===== src/rtl/move_history_ctrl.sv =====
// Serialized make/undo sequencer for the 64x4 board store, with a LIFO of
// {start, end, captured} records so every applied move can be reverted.
module move_history_ctrl #(
  parameter int DEPTH = 64
) (
  input  logic                      clk,
  input  logic                      rst_n,
  input  logic                      make_valid,
  input  logic [5:0]                make_start,
  input  logic [5:0]                make_end,
  output logic                      make_ready,
  input  logic                      undo_valid,
  output logic                      undo_ready,
  output logic [5:0]                board_addr,
  output logic                      board_re,
  input  logic [3:0]                board_rdata,
  output logic                      board_we,
  output logic [3:0]                board_wdata,
  output logic [$clog2(DEPTH):0]    depth,
  output logic                      empty,
  output logic                      full,
  output logic [5:0]                top_start,
  output logic [5:0]                top_end,
  output logic [3:0]                top_captured,
  output logic                      done,
  output logic                      err_overflow,
  output logic                      err_underflow
);

  localparam int PW = $clog2(DEPTH);
  localparam int DW = PW + 1;

  typedef enum logic [2:0] {
    IDLE, MK_RD_S, MK_RD_E, MK_WR_E, MK_WR_S, UN_RD_E, UN_WR_S, UN_WR_E
  } state_t;

  state_t      state;
  logic [5:0]  start_q;
  logic [5:0]  end_q;
  logic [3:0]  moving_q;
  logic [3:0]  captured_q;
  logic [15:0] stack_mem [DEPTH];
  logic [15:0] top_rec;
  logic [DW-1:0] depth_m1;
  logic        make_fire;
  logic        undo_fire;

  assign empty      = (depth == '0);
  assign full       = (depth == DW'(DEPTH));
  assign make_ready = (state == IDLE) && !full;
  assign undo_ready = (state == IDLE) && !empty && !make_valid;
  assign make_fire  = make_valid && make_ready;
  assign undo_fire  = undo_valid && undo_ready;

  assign err_overflow  = (state == IDLE) && make_valid && full;
  assign err_underflow = (state == IDLE) && undo_valid && empty;

  assign depth_m1     = depth - DW'(1);
  assign top_rec      = stack_mem[depth_m1[PW-1:0]];
  assign top_start    = empty ? 6'd0 : top_rec[15:10];
  assign top_end      = empty ? 6'd0 : top_rec[9:4];
  assign top_captured = empty ? 4'd0 : top_rec[3:0];

  // Undo restores the start square from the read issued one cycle earlier,
  // so that write data comes straight off the read port.
  always_comb begin
    board_wdata = 4'd0;
    case (state)
      MK_WR_E: board_wdata = moving_q;
      UN_WR_S: board_wdata = board_rdata;
      UN_WR_E: board_wdata = captured_q;
      default: board_wdata = 4'd0;
    endcase
  end

  always_ff @(posedge clk) begin
    if (!rst_n) begin
      state      <= IDLE;
      depth      <= '0;
      board_re   <= 1'b0;
      board_we   <= 1'b0;
      board_addr <= 6'd0;
      done       <= 1'b0;
    end else begin
      done <= 1'b0;
      case (state)
        IDLE: begin
          if (make_fire) begin
            board_addr <= make_start;
            board_re   <= 1'b1;
            state      <= MK_RD_S;
          end else if (undo_fire) begin
            depth      <= depth_m1;
            board_addr <= top_end;
            board_re   <= 1'b1;
            state      <= UN_RD_E;
          end
        end
        MK_RD_S: begin
          board_addr <= end_q;
          state      <= MK_RD_E;
        end
        MK_RD_E: begin
          board_re <= 1'b0;
          board_we <= 1'b1;
          state    <= MK_WR_E;
        end
        MK_WR_E: begin
          board_addr <= start_q;
          state      <= MK_WR_S;
        end
        MK_WR_S: begin
          board_we <= 1'b0;
          depth    <= depth + DW'(1);
          done     <= 1'b1;
          state    <= IDLE;
        end
        UN_RD_E: begin
          board_re   <= 1'b0;
          board_we   <= 1'b1;
          board_addr <= start_q;
          state      <= UN_WR_S;
        end
        UN_WR_S: begin
          board_addr <= end_q;
          state      <= UN_WR_E;
        end
        UN_WR_E: begin
          board_we <= 1'b0;
          done     <= 1'b1;
          state    <= IDLE;
        end
        default: state <= IDLE;
      endcase
    end
  end

  // Datapath registers and the record store carry no reset.
  always_ff @(posedge clk) begin
    if (state == IDLE && make_fire) begin
      start_q <= make_start;
      end_q   <= make_end;
    end else if (state == IDLE && undo_fire) begin
      start_q    <= top_start;
      end_q      <= top_end;
      captured_q <= top_captured;
    end
    if (state == MK_RD_E) moving_q <= board_rdata;
    if (state == MK_WR_E) captured_q <= board_rdata;
    if (state == MK_WR_S) stack_mem[depth[PW-1:0]] <= {start_q, end_q, captured_q};
  end

endmodule


===== config.mk =====
export PLATFORM = sky130hd
export DESIGN_NAME = move_history_ctrl
export DESIGN_NICKNAME = d
export VERILOG_FILES = /design/src/rtl/move_history_ctrl.sv
export SDC_FILE = /design/constraint.sdc
export NUM_CORES = 1
export LEC_CHECK = 0
export ABC_AREA = 1
export BUFFER_PORTS_ARGS = -buffer_cell sky130_fd_sc_hd__buf_2
export CAP_MARGIN = 10
export CORE_MARGIN = 2
export CORE_UTILIZATION = 57
export DETAILED_ROUTE_END_ITERATION = 6
export PLACE_DENSITY_LB_ADDON = 0.2
export RECOVER_POWER = 25
export SLEW_MARGIN = 20
export SYNTH_ARGS = -nofsm -noshare
export SYNTH_HDL_FRONTEND = slang
export SYNTH_SLANG_ARGS = --single-unit

===== constraint.sdc =====
create_clock -name clk -period 3.2 [get_ports clk]
set_input_delay 0.8 -clock clk [delete_from_list [all_inputs] [get_ports clk]]
set_output_delay 0.8 -clock clk [all_outputs]
set_load 0.05 [all_outputs]

==> results.sh, run 1 <==
export IMPL_dp_cells=4861
export IMPL_ys_warn_count=0
export IMPL_synth_edf_count=1044
export IMPL_worstHoldPathType="input port to flop"
export IMPL_r2r_end="end_q[5]"
export IMPL_syn2layout_area_growth_pct=23.2
export IMPL_cts_buffers_inserted=103
export IMPL_place_hpwl_um=71000
export IMPL_clkTransAtPathRegs_ps=70
export IMPL_syn_area_mm2=0.0437
export IMPL_tightest_slew_ps=1790
export IMPL_ctsHoldBuffers=0
export IMPL_cts_root_buf="clkbuf_16"
export IMPL_min_delay_start="board_rdata[1]"
export IMPL_fillCellCount=4871
export IMPL_io_pins=62
export IMPL_report_final_slew_viol_count=593
export IMPL_grt_remaining_overflow=0
export IMPL_final_cell_mix="nand2_1 (1142), edfxtp_1 (1044), nand3_1 (787), buf_4 (220), nand3_2 (147)"
export IMPL_period_minus_slack_ps=3810
export IMPL_critPathArrivalTime_ps=3010
export IMPL_whs_endpoint="moving_q[1]"
export IMPL_layout_cells_non_filler=5127
export IMPL_vias=31507
export IMPL_clock_latency_ps=680
export IMPL_num_antenna_cells=0
export IMPL_drtAntennaViolNets=0
export IMPL_grt_max_degree=75
export IMPL_async_reset_ff_share_pct=0
export IMPL_path_cells="inv_16, ha_4, inv_1, nand2_2, nand2_8, buf_12, buf_4, nand3_2, nand3_2, nand3_4, nand3_4, nand2_4, a31oi_4, buf_12"
export IMPL_numPortBuffers=61
export IMPL_r2r_start="depth[0]"
export IMPL_syn_instance_count=3713
export IMPL_die_h_um=281
export IMPL_final_core_util_pct=70.9
export IMPL_ys_types=40
export IMPL_fin_crit_sh_pct=119
export IMPL_clk_path_buf_depth=3
export IMPL_wirelength_um=130000
export IMPL_h_tree_depth=3
export IMPL_max_freq_mhz=262
export IMPL_setup_slack_ps=-611
export IMPL_synth_ff_type="edfxtp_1"
export IMPL_violations="design-rule violations, max-capacitance violations, max-slew violations, negative setup slack"
export IMPL_grt_usage_pct=33.0
export IMPL_maxSlewHeadroom_pct=-19.5
export IMPL_coreArea_mm2=0.0759
export IMPL_slowest_stage="dfxtp_4"
export IMPL_setup_viol=24
export IMPL_drt_iter0_markers=4238
export IMPL_hold_path_depth=1
export IMPL_firstDrtPassIters=7
export IMPL_die_w_um=281
export IMPL_place_congestion=0.939
export IMPL_syn_nets=3741
export IMPL_reg2regPathDepth=24
export IMPL_finalHoldViolations=0
export IMPL_ff2ff_setup_slack_ps=-540
export IMPL_wire_per_inst_um=25.3
export IMPL_drv_cap=12
export IMPL_fin_tns_setup_ps=-11090
export IMPL_grt_first_pass_wirelength_um=192000
export IMPL_fp_row_count=101
export IMPL_antenna_found_initial=0
export IMPL_cpPeakStageDelay_ps=420
export IMPL_drc=4
export IMPL_initial_utilization_pct=57.5
export IMPL_drive_above_1_share_pct=20.4
export IMPL_seq_area_frac_synth_pct=72.6
export IMPL_vias_per_cell=6.15
export IMPL_crit_path_end_kind="output pin"
export IMPL_rsz0062_at_grt="true"
export IMPL_worstPathRequired_ps=2400
export IMPL_path_max_fanout=9
export IMPL_synth_seq_cells=1063
export IMPL_hold_worst_slack_ps=392
export IMPL_status="complete, but fails checks"
export IMPL_syn_area_per_cell_um2=11.8
export IMPL_die_area_mm2=0.0789
export IMPL_grt_pass1_vias=30380
export IMPL_critPathKind="flop to output pin"
export IMPL_clock_skew_ps=33.7
export IMPL_final_common_cell="nand2_1"
export IMPL_startpoint_type="flop"
export IMPL_cts_tree="yes"
export IMPL_nNetsFinal=4036
export IMPL_cp_num_buf_inv=5
export IMPL_path_delay_family="simple AND/OR/NAND/NOR gates"
export IMPL_cts_sinks=1063
-- layer usage --
metal	vias up	share of wire (%)	GRT usage [%]
met4	0	4.9	16.4
met1	15260	38	46.1
li1	13747	-	-
met3	366	12	5.78
met2	2134	46	50.6
met5	-	0	0
-- cell usage after synthesis (7+ instances only) --
library cell     n  area [um2]
a21oi_1         11        55.1
a31oi_2          9         113
buf_1           11        41.3
buf_2          137         686
buf_4           28         210
clkbuf_1        48         180
dfxtp_1         19         380
edfxtp_1      1044       31400
ha_1             8         100
inv_1           69         259
inv_2           18        67.6
nand2_1       1163        4370
nand3_1        978        4890
nor2_1          85         319
o21ai_0         15        75.1
o21ai_1          7        35.0
o22ai_1          7        43.8
-- layout make-up --
class                           count  area, um2  share of cell area, %
Clock buffer                      133       2800                   5.19
Clock inverter                     61        666                   1.24
Inverter                           90        387                  0.718
Multi-Input combinational cell   2332      12000                   22.4
Sequential cell                  1063      31700                   58.9
Tap cell                         1030       1290                   2.39
Timing Repair Buffer              416       4890                   9.08
Timing Repair inverter              2       25.0                 0.0465
-- state kept, by name (all words and copies together), names as in the netlist --
name / flops
board_addr: 6
board_re: 1
board_we: 1
captured_q: 4
depth: 7
done: 1
end_q: 6
moving_q: 4
stack_mem: 1024
start_q: 6
state: 3
-- stage by stage --
step	cell area (um2)	worst slack [ps]
finish	53800	-611
global route	53800	-647
CTS	53600	-524
detailed placement	47200	-307
global placement	47200	-305
floorplan	43900	0.616
-- worst max path at each step --
stage                         from         endpoint  slack, ps  cells after the start
after floorplan           depth[0]     top_start[0]        0.6                     13
after global placement    depth[0]       top_end[2]       -310                     12
after detailed placement  depth[0]       top_end[2]       -310                     12
after CTS                 depth[0]  top_captured[3]       -520                     14
after global routing      depth[0]     top_start[2]       -650                     13
final                     depth[0]     top_start[2]       -610                     14
-- cells by family (layout without fill, tap and decap cells) --
kind of cell / Yosys count / count (layout) / synth area share [%]
compound gates: 69 / 69 / 1.19
xor+xnor: 2 / 2 / 0.0573
fa+ha+maj: 8 / 8 / 0.229
buf+inv: 318 / 702 / 3.45
flops: 1063 / 1063 / 72.6
simple gates: 2253 / 2253 / 22.5
-- timing repair --
| item | CTS | global route |
|---|---|---|
| setup endpoints to repair | 22 | 24 |
| gates resized for setup | 356 | 41 |
| endpoints found under the hold margin | 0 | 0 |
| gates cloned | 29 | 1 |
| buffers inserted | 40 | 3 |
| pin swaps | 97 | 27 |
Power of run 1 is left out: the tool's default activity adds up to more than one toggle a clock period on the data nets, which glitch-free logic cannot reach.
==> run 2: changes to the inputs <==
- SKIP_CTS_REPAIR_TIMING: not set -> 1
==> run 2 against run 1 <==
Compared with the run above:
- the run still ends with design-rule violations, max-capacitance violations, max-slew violations, negative setup slack left
- clock-buffer cell count unchanged
- routed wire length increased by 0.75%
- design area increased by 0.65%
- sequential share of layout area decreased by 0.38 points
- die area unchanged
- worst setup slack got worse by 12 ps
==> results.sh, run 2 (synthesized netlist as in run 1, its figures left out) <==
export IMPL_worstPathRequired_ps=2400
export IMPL_place_hpwl_um=71000
export IMPL_grt_remaining_overflow=0
export IMPL_grt_met2_usage_pct=45.7
export IMPL_clock_skew_ps=32.5
export IMPL_cts_root_buf="clkbuf_16"
export IMPL_met3_usage_pct=4.26
export IMPL_worstHoldPathType="input port to flop"
export IMPL_slowest_stage="dfxtp_4"
export IMPL_tightest_slew_ps=1820
export IMPL_busiest_layer="met2"
export IMPL_largest_reg_flops=1024
export IMPL_numPortBuffers=61
export IMPL_fin_crit_sh_pct=119
export IMPL_die_w_um=281
export IMPL_design_area_mm2=0.0542
export IMPL_setup_slack_ps=-623
export IMPL_final_cell_mix="nand2_1 (1143), edfxtp_1 (1044), nand3_1 (781), buf_4 (217), nand3_2 (149)"
export IMPL_status="complete, but fails checks"
export IMPL_maxSlewHeadroom_pct=-21.6
export IMPL_initial_utilization_pct=57.5
export IMPL_post_place_ws_ps=-307
export IMPL_fp_row_count=101
export IMPL_syn2layout_area_growth_pct=24.0
export IMPL_dp_cells=4861
export IMPL_clk_path_buf_depth=3
export IMPL_multiInputGateArea_mm2=0.0121
export IMPL_drive_above_1_share_pct=21.0
export IMPL_r2r_end="board_addr[4]"
export IMPL_clkTransAtPathRegs_ps=70
export IMPL_place_area_mm2=0.0472
export IMPL_grt_first_pass_wirelength_um=176000
export IMPL_io_pins=62
export IMPL_drt_iter0_markers=4616
export IMPL_path_max_fanout=12
export IMPL_vias=31758
export IMPL_rsz0062_at_grt="true"
export IMPL_drv_cap=13
export IMPL_wire_per_inst_um=25.4
export IMPL_cts_sinks=1063
export IMPL_grt_use_met1_pct=43.7
export IMPL_whs_endpoint="moving_q[1]"
export IMPL_startpoint_type="flop"
export IMPL_drc=21
export IMPL_path_cells="inv_16, buf_12, nand3_4, nand2_1, nand2_4, buf_4, buf_12, nand3_2, nand3_4, nand3_4, nand2_4, a31oi_4, buf_12"
export IMPL_setup_viol=22
export IMPL_max_freq_mhz=262
export IMPL_reg2regPathDepth=17
export IMPL_finalHoldViolations=0
export IMPL_drtAntennaViolNets=0
export IMPL_firstDrtPassIters=7
export IMPL_layout_cells_non_filler=5154
export IMPL_fillCellCount=4785
export IMPL_coreArea_mm2=0.0759
export IMPL_grt_usage_pct=30.0
export IMPL_final_common_cell="nand2_1"
export IMPL_critPathKind="flop to output pin"
export IMPL_hold_path_depth=1
export IMPL_nNetsFinal=4063
export IMPL_vias_per_cell=6.16
export IMPL_min_delay_start="board_rdata[1]"
export IMPL_h_tree_depth=3
export IMPL_fin_tns_setup_ps=-9540
export IMPL_crit_path_end_kind="output pin"
export IMPL_wirelength_um=131000
export IMPL_grt_pass1_vias=28460
export IMPL_cts_buffers_inserted=103
export IMPL_num_antenna_cells=0
export IMPL_cts_tree="yes"
export IMPL_grt_max_degree=79
export IMPL_place_congestion=0.939
export IMPL_ff2ff_setup_slack_ps=420
export IMPL_clock_latency_ps=680
export IMPL_register_area_mm2=0.0317
export IMPL_report_final_slew_viol_count=658
export IMPL_cpPeakStageDelay_ps=390
export IMPL_period_minus_slack_ps=3820
export IMPL_die_area_mm2=0.0789
export IMPL_violations="design-rule violations, max-capacitance violations, max-slew violations, negative setup slack"
export IMPL_r2r_start="depth[0]"
export IMPL_critPathArrivalTime_ps=3020
export IMPL_die_h_um=281
export IMPL_antenna_found_initial=0
[run 2: cell count changes in the layout (fill, tap and decap cells not counted), sizes merged]
cell and delta:
bufbuf -16, buf +9, clkbuf +33, nand3 +1
[run 2: how the worst max path moves through the flow]
stage	endpoint	startpoint	slack, ps	cells after the start
2_1_floorplan	top_start[0]	depth[0]	0.6	13
3_3_place_gp	top_end[2]	depth[0]	-310	12
3_5_place_dp	top_end[2]	depth[0]	-310	12
4_1_cts	top_end[2]	depth[0]	-1010	12
5_1_grt	top_start[2]	depth[0]	-630	14
6_report	top_start[2]	depth[0]	-620	13
[run 2: layout make-up]
class,count,area share [%]
clock inverters,61,1.23
inverters,90,0.716
flip-flops and latches,1063,58.6
repair buffers,442,9.53
well taps,1030,2.38
clock buffers,133,5.16
repair inverters,2,0.0462
multi-input cells,2333,22.4
[run 2: metrics by stage]
step / utilization, % / hold WS (ps)
after floorplan: - / 505
after global placement: 62.2 / 508
after detailed placement: 62.2 / 505
after CTS: 66.8 / 325
after global routing: 71.3 / 400
final: 71.3 / 397
[run 2: per-layer routing]
layer | up-vias | wire (um)
met2 | 2236 | 59300
li1 | 13811 | -
met4 | 0 | 5860
met5 | - | 0
met1 | 15368 | 50000
met3 | 343 | 15700
[run 2: worst max-delay path: cells and delay by family, from the launching register on]
| kind | cells | cell delay (ps) |
|---|---|---|
| buffers and inverters | 5 | 770 |
| AO/OA/AOI/OAI | 1 | 280 |
| flip-flops | 1 | 390 |
| AND/OR/NAND/NOR | 7 | 870 |
Power of run 2 is left out for the same reason.
